**src/rtl/serial_adder_pkg.sv**
```systemverilog
// Shared constants for the bit-serial adder:
// FSM state encoding and default operand width.
package serial_adder_pkg;

  localparam int DEF_WIDTH = 8;

  typedef enum logic [1:0] {
    IDLE  = 2'b00,
    SHIFT = 2'b01,
    DONE  = 2'b10
  } state_t;

endpackage

```
**src/rtl/fa_cell.sv**
```systemverilog
// One-bit full adder built from two half adders.
// Ports: A, B, Cin in; S, Cout out.
module fa_cell (
  input  logic A,
  input  logic B,
  input  logic Cin,
  output logic S,
  output logic Cout
);

  logic s0;
  logic c0;
  logic c1;

  halfadder u_h0 (
    .A(A),
    .B(B),
    .S(s0),
    .C(c0)
  );

  halfadder u_h1 (
    .A(s0),
    .B(Cin),
    .S(S),
    .C(c1)
  );

  assign Cout = c0 | c1;

endmodule

```
**src/rtl/halfadder.sv**
```systemverilog
// Half adder.
// Ports: A, B in; S = A^B, C = A&B out.
module halfadder (
  input  logic A,
  input  logic B,
  output logic S,
  output logic C
);

  assign S = A ^ B;
  assign C = A & B;

endmodule

```
**src/rtl/serial_adder.sv**
```systemverilog
// Bit-serial adder: one operand bit per cycle, LSB first.
// Ports: clk, rst_n, start, A, B in; S, C, busy, done out.
module serial_adder
  import serial_adder_pkg::*;
#(
  parameter int WIDTH = DEF_WIDTH
) (
  input  logic             clk,
  input  logic             rst_n,
  input  logic             start,
  input  logic [WIDTH-1:0] A,
  input  logic [WIDTH-1:0] B,
  output logic [WIDTH-1:0] S,
  output logic             C,
  output logic             busy,
  output logic             done
);

  localparam int CW = $clog2(WIDTH + 1);
  localparam logic [CW-1:0] LAST = CW'(WIDTH - 1);

  state_t           state;
  logic [WIDTH-1:0] a_sr;
  logic [WIDTH-1:0] b_sr;
  logic [WIDTH-1:0] s_next;
  logic [CW-1:0]    cnt;
  logic             carry;
  logic             sum_bit;
  logic             cout_bit;

  fa_cell u_fa (
    .A(a_sr[0]),
    .B(b_sr[0]),
    .Cin(carry),
    .S(sum_bit),
    .Cout(cout_bit)
  );

  // S doubles as the result shift register;
  // its contents are don't-care while busy.
  generate
    if (WIDTH == 1) begin : g_w1
      assign s_next = sum_bit;
    end else begin : g_wn
      assign s_next = {sum_bit, S[WIDTH-1:1]};
    end
  endgenerate

  always_ff @(posedge clk or negedge rst_n) begin
    if (!rst_n) begin
      state <= IDLE;
      a_sr  <= '0;
      b_sr  <= '0;
      cnt   <= '0;
      carry <= 1'b0;
      S     <= '0;
      C     <= 1'b0;
      busy  <= 1'b0;
      done  <= 1'b0;
    end else begin
      unique case (state)
        IDLE, DONE: begin
          done <= 1'b0;
          if (start) begin
            a_sr  <= A;
            b_sr  <= B;
            cnt   <= '0;
            carry <= 1'b0;
            busy  <= 1'b1;
            state <= SHIFT;
          end else begin
            busy  <= 1'b0;
            state <= IDLE;
          end
        end
        SHIFT: begin
          a_sr  <= a_sr >> 1;
          b_sr  <= b_sr >> 1;
          carry <= cout_bit;
          cnt   <= cnt + CW'(1);
          S     <= s_next;
          if (cnt == LAST) begin
            C     <= cout_bit;
            busy  <= 1'b0;
            done  <= 1'b1;
            state <= DONE;
          end
        end
        default: begin
          busy  <= 1'b0;
          done  <= 1'b0;
          state <= IDLE;
        end
      endcase
    end
  end

endmodule

```
**config.mk**
```make
export PLATFORM = sky130hd
export DESIGN_NAME = serial_adder
export DESIGN_NICKNAME = d
export VERILOG_FILES = /design/src/rtl/serial_adder_pkg.sv /design/src/rtl/fa_cell.sv /design/src/rtl/halfadder.sv /design/src/rtl/serial_adder.sv
export SDC_FILE = /design/constraint.sdc
export NUM_CORES = 1
export LEC_CHECK = 0
export ABC_AREA = 1
export CAP_MARGIN = 20
export CORE_ASPECT_RATIO = 1.1
export CORE_UTILIZATION = 54
export DETAILED_ROUTE_END_ITERATION = 6
export PLACE_DENSITY = 0.8
export SYNTH_ARGS = -nofsm -noshare
export SYNTH_HDL_FRONTEND = slang
export SYNTH_HIERARCHICAL = 1
export SYNTH_SLANG_ARGS = --single-unit
export TNS_END_PERCENT = 50
```
**constraint.sdc**
```tcl
create_clock -name clk -period 2.4 [get_ports clk]
set_input_delay 0.48 -clock clk [delete_from_list [all_inputs] [get_ports clk]]
set_output_delay 0.48 -clock clk [all_outputs]
set_load 0.02 [all_outputs]
```
==> qor.txt, run 1 <==
CTS buffer count = 5
Crit-path max FO = 3
Diodes inserted = 0
Seq cells post-synth = 33
Die area = 0.003003 mm2
Sw Pwr = 969.0 uW
Vias in the first global route = 1205
Tmin final = 1.823 ns
Post-CTS Resized = 0
Crit path max-delay family = buffers and inverters
Slew @ Worst Pin = 0.6098 ns
Syn nets = 218
Hold_ws = 0.4792 ns
Leak Pwr = 1.037 nW
Final WL = 2899 um
Critical path, cell by cell = clkdlybuf4s50_1
Clk_skew = 0.006346 ns
Largest net degree at the start of global routing = 34
Die Y = 57.37 um
Vias = 1275
Clock buffer depth = 2
Slew HR = 59.30%
Crit. End Element = output pin
Total GRT Usage = 22.78%
Outcome = completed
Clock Tree Root = clkbuf_4
TNS Setup = 0 ns
Commonest non-fill, non-tap cell in the layout = nand2_1
Crit share post-route = 75.97%
Max incr delay on CP = 0.61 ns
Worst VDD drop = 0.8807 mV
Residual DRC = 0
Synthesized area per cell = 7.680 um2
Switching share of power = 41.13%
First-pass GRT wire length = 4940 um
Seq/Total Area, Yosys = 54.86%
DP Wirelength = 2072 um
Crit-path slowest cell = clkdlybuf4s50_1
H-Tree Depth = 2
Input/output buffers = 29
Initial antenna violation count = 0
CTS tree = yes
Postcts setup bufs = 0
Drt first-iter violations = 20
PwrDens = 1252 mW/mm2
Final setup vio count = 0
Final weighted congestion in routability-driven placement = 0.7306
Most frequent cells in the layout = nand2_1, dfrtp_1, clkdlybuf4s50_1, inv_1, o21ai_0
Rows = 19
Yosys warning count = 6
Final Util = 73.29%
Cells after Synth = 196
RSZ-0062 raised after global routing = no
Clock Latency Late Sink = 0.34 ns
Vias/cell = 4.904
Clk sinks = 33
Final Hold Violating Endpoints = 0
Mean routed wirelength per cell = 11.15 um
Final nets = 250
Grt total ovfl = 0
Post-route cell area = 0.001882 mm2
Critical Path AT = 1.34 ns
Crit Path Category = flop to output pin
Distinct cells, synth = 16
HP Class = flop to flop
Clk pin slew, worst setup/hold paths = 0.10 ns
Fmax = 548.4 MHz
ANT nets after route = 0
Syn Std Cell Area = 0.001505 mm2
Total power = 2.356 mW
Number of max-cap violations = 0
Share of cells above drive strength 1 = 6.114%
Post-CTS Hold Buffers = 0
Critical Path RT = 1.92 ns
Number of top-level pins = 30
Share of power burned in registers = 40.7%
Initial Util = 58.63%
Dpl cell area = 0.001812 mm2
Final Max Slew Viols = 0
Die X = 52.34 um
Buf/Inv on CP = 1
P&R area growth vs syn = 25.02%
Clock network power share = 15.2%
Total core area = 0.002567 mm2
Startpoint Class = flop
DR pass1 iterations = 4
Logic pwr share = 44.1%
Pint = 1.387 mW
[final cells by class]
| class | instances | area, um2 |
|---|---|---|
| clock buffers | 7 | 65.06 |
| flip-flops and latches | 33 | 825.8 |
| well taps | 31 | 38.79 |
| clock inverters | 1 | 5.005 |
| inverters | 25 | 93.84 |
| fillers | 214 | 685.7 |
| repair buffers | 32 | 312.8 |
| multi-input cells | 131 | 540.5 |
[cell families after synthesis]
| logic type | Yosys count | synth area share, % |
|---|---|---|
| AOI/OAI and AO/OA | 8 | 2.659 |
| adders and majority gates | 3 | 2.494 |
| buffers and inverters | 32 | 9.226 |
| DFF | 33 | 54.86 |
| and+or+nand+nor | 120 | 30.76 |
[registers in the layout, summed over array words and instances, names as in the netlist]
signal and count:
S 8, a_sr 8, busy 1, C 1, state 1, done 1, carry 1, cnt 4
b_sr 8
[per-layer routing]
layer  vias up  share of wire, %  global-route usage (%)
met1       594                44                   26.19
met5         -                 0                       0
li1        641                 -                       -
met2        34                50                   39.24
met3         6               4.7                   8.000
met4         0               1.5                   6.767
[synthesized netlist by cell type (all sizes together)]
cell | n | area (um2)
nand2 | 109 | 409.1
dfrtp | 33 | 825.8
inv | 25 | 93.84
o21ai | 7 | 35.03
buf | 6 | 41.28
nor2 | 5 | 21.27
nand3 | 4 | 20.02
ha | 3 | 37.54
a21oi | 1 | 5.000
clkbuf | 1 | 3.750
nand4 | 1 | 6.260
or2 | 1 | 6.260
[metrics by stage]
step	instances	worst slack (ns)
6_report	260	0.5766
5_1_grt	260	0.5362
4_1_cts	260	0.5831
3_5_place_dp	252	0.5194
3_3_place_gp	252	0.5762
2_1_floorplan	196	1.248
[final timing paths]
path                                      startpoint                   to  slack (ns)  cells past startpoint
worst max-delay path                done$_DFFE_PN0P_                 done        0.58                      1
worst min-delay path             a_sr[7]$_DFFE_PN0P_  a_sr[7]$_DFFE_PN0P_        0.48                      2
worst max register to register  state[0]$_DFFE_PN0P_  a_sr[1]$_DFFE_PN0P_        0.81                      5
worst min register to register   a_sr[7]$_DFFE_PN0P_  a_sr[7]$_DFFE_PN0P_        0.48                      2
max in group asynchronous                      rst_n  a_sr[6]$_DFFE_PN0P_        1.57                      2
min in group asynchronous                      rst_n     S[2]$_DFFE_PN0P_        0.53                      2
[power by group through the flow]
stage / clock (mW) / combinational, mW / sequential, mW
finish: 0.359 / 1.04 / 0.958
detailed placement: 0 / 1.05 / 0.969
CTS: 0.361 / 1.05 / 0.959
floorplan: 0 / 0.640 / 1.03
global placement: 0 / 0.990 / 0.949
global route: 0.390 / 1.20 / 0.986
[worst reg2reg max path: stages, from the launching register on]
cell,delay [ns]
dfrtp_1,0.43
nand2_1,0.29
nand2_1,0.13
inv_1,0.45
nand2_1,0.13
nand2_1,0.10
No activity file was read; power rests on OpenSTA's default activity.
==> inputs of run 2 (changes only) <==
--- a/config.mk
+++ b/config.mk
@@ -8,9 +8,9 @@
 export ABC_AREA = 1
 export CAP_MARGIN = 20
 export CORE_ASPECT_RATIO = 1.1
-export CORE_UTILIZATION = 54
+export CORE_UTILIZATION = 50
 export DETAILED_ROUTE_END_ITERATION = 6
-export PLACE_DENSITY = 0.8
+export PLACE_DENSITY = 0.75
 export SYNTH_ARGS = -nofsm -noshare
 export SYNTH_HDL_FRONTEND = slang
 export SYNTH_HIERARCHICAL = 1
==> constraint.sdc (replaced) <==
create_clock -name clk -period 1.7 [get_ports clk]
set_input_delay 0.34 -clock clk [delete_from_list [all_inputs] [get_ports clk]]
set_output_delay 0.34 -clock clk [all_outputs]
set_load 0.02 [all_outputs]
==> qor.txt, run 2 (synthesis results as in run 1) <==
Switching share of power = 41.31% (+0.18 points)
First-pass GRT wire length = 4981 um (+0.83%)
Rows = 20 (+1)
Commonest non-fill, non-tap cell in the layout = nand2_1
Clock network power share = 12.5% (-2.7 points)
Total core area = 0.002803 mm2 (+9.2%)
Final setup vio count = 0 (unchanged)
R2R Setup Slk = 0.33 ns (-0.48 ns)
Largest net degree at the start of global routing = 34 (unchanged)
Input/output buffers = 29 (unchanged)
Max incr delay on CP = 0.60 ns (about the same)
Startpoint Class = flop
RR Endpoint = a_sr[0]$_DFFE_PN0P_
RSZ-0062 raised after global routing = no
Residual DRC = 0 (unchanged)
Post-Layout Cell Count = 264 (+1.5%)
Crit. End Element = output pin
FF-to-FF path depth = 6 (+1)
Logic pwr share = 45.9% (+1.8 points)
Die Y = 59.55 um (+3.8%)
Placed Cells incl. Taps = 256 (+1.6%)
Share of power burned in registers = 41.6% (+0.9 points)
Clk sinks = 33 (unchanged)
Pint = 1.903 mW (+37%)
Slew @ Worst Pin = 0.5889 ns (-0.02092 ns)
Crit Path Category = flop to output pin
Final Max Slew Viols = 0 (unchanged)
DP Wirelength = 2070 um (-0.13%)
Outcome = completed
Clk_skew = 0.008890 ns (+0.002543 ns)
CTS buffer count = 5 (unchanged)
Most frequent cells in the layout = nand2_1, dfrtp_1, clkdlybuf4s50_1, inv_1, o21ai_0
Sw Pwr = 1.340 mW (+38%)
Crit-path max FO = 2 (-1)
Post-CTS Hold Buffers = 0 (unchanged)
Vias = 1274 (-0.078%)
Initial antenna violation count = 0 (unchanged)
Crit-path slowest cell = clkdlybuf4s50_1
Grt total ovfl = 0 (unchanged)
Clock buffer depth = 2 (unchanged)
Fmax = 611.5 MHz
Postcts setup bufs = 0 (unchanged)
Total GRT Usage = 22.12% (-0.67 points)
Leak Pwr = 1.091 nW (+5.2%)
Post-CTS Resized = 0 (unchanged)
Vias in the first global route = 1293 (+7.3%)
Clk pin slew, worst setup/hold paths = 0.10 ns (about the same)
Vias/cell = 4.826 (-1.6%)
Final WL = 2871 um (-0.97%)
CTS tree = yes
Final Hold Violating Endpoints = 0 (unchanged)
Worst VDD drop = 1.025 mV (+16%)
TNS Setup = 0 ns (unchanged)
ANT nets after route = 0 (unchanged)
PwrDens = 1718 mW/mm2 (+37%)
Reg2Reg Launch Point = state[0]$_DFFE_PN0P_
Critical path, cell by cell = clkdlybuf4s50_1
Tmin final = 1.635 ns
Critical Path AT = 1.30 ns (-0.04 ns)
Critical Path RT = 1.36 ns (-0.56 ns)
Diodes inserted = 0 (unchanged)
Drt first-iter violations = 35 (+75%)
Dpl cell area = 0.001829 mm2 (+0.97%)
Initial Util = 53.71% (-4.9 points)
Post-route cell area = 0.001888 mm2 (+0.33%)
Largest regs = S x8, a_sr x8, b_sr x8
Buf/Inv on CP = 1 (unchanged)
HP Class = input port to asynchronous set/reset pin
Mean routed wirelength per cell = 10.88 um (-2.5%)
Crit path max-delay family = buffers and inverters
Final weighted congestion in routability-driven placement = 0.7272 (-0.47%)
Share of cells above drive strength 1 = 5.628% (-0.49 points)
Clock Latency Late Sink = 0.33 ns (about the same)
H-Tree Depth = 2 (unchanged)
P&R area growth vs syn = 25.44%
Die area = 0.003234 mm2 (+7.7%)
Clock Tree Root = clkbuf_4
Number of top-level pins = 30 (unchanged)
Final nets = 252 (+0.80%)
Crit share post-route = 96.20%
DR pass1 iterations = 4 (unchanged)
Number of max-cap violations = 0 (unchanged)
Die X = 54.32 um (+3.8%)
Slew HR = 60.70% (+1.4 points)
==> run 2: changes by cell type in the layout (fill, tap and decap cells not counted), sizes merged <==
cell           change
clkdlybuf4s50      -4
clkbuf             +1
clkinv             -1
buf                +2
dlymetal6s2s       +4
==> run 2: power groups by stage <==
stage               combinational, mW  sequential, mW  clock (mW)
finish                           1.49            1.35       0.404
global route                     1.72            1.39       0.457
CTS                              1.52            1.35       0.429
detailed placement               1.51            1.37           0
global placement                 1.44            1.35           0
floorplan                       0.904            1.45           0
==> run 2: worst max path at each step <==
stage,depth (start not counted),to,startpoint,slack [ns]
2_1_floorplan,6,C$_DFFE_PN0P_,a_sr[0]$_DFFE_PN0P_,0.55
3_3_place_gp,6,b_sr[0]$_DFFE_PN0P_,start,0.05
3_5_place_dp,6,a_sr[0]$_DFFE_PN0P_,start,0.003
4_1_cts,1,S[1],S[1]$_DFFE_PN0P_,0.03
5_1_grt,1,S[7],S[7]$_DFFE_PN0P_,0.003
6_report,1,S[0],S[0]$_DFFE_PN0P_,0.06
==> run 2: routing by layer <==
layer	vias to the layer above	part of all wire, %	wire [um]	GRT usage, %
li1	645	-	-	-
met1	586	41	1179	22.20
met2	37	52	1491	38.33
met3	6	5.8	167	6.154
met4	0	1.1	33	15.02
met5	-	0	0	0
==> run 2: layout make-up <==
class,instances,area (um2)
fillers,243,914.6
flip-flops and latches,33,825.8
multi-input cells,131,540.5
repair buffers,34,337.8
inverters,25,93.84
clock buffers,8,48.80
well taps,33,41.29
==> run 2: per-stage QoR <==
stage                     hold WS (ns)  setup slack [ns]  util, %  power (mW)
final                           0.4066           0.06456    67.37       3.243
after global placement          0.4548           0.05361    65.27       2.785
after CTS                       0.4049           0.02635    67.01       3.304
after detailed placement        0.4654          0.002946    65.27       2.881
after floorplan                0.04441            0.5479        -       2.357
after global routing            0.4316          0.002655    67.37       3.568
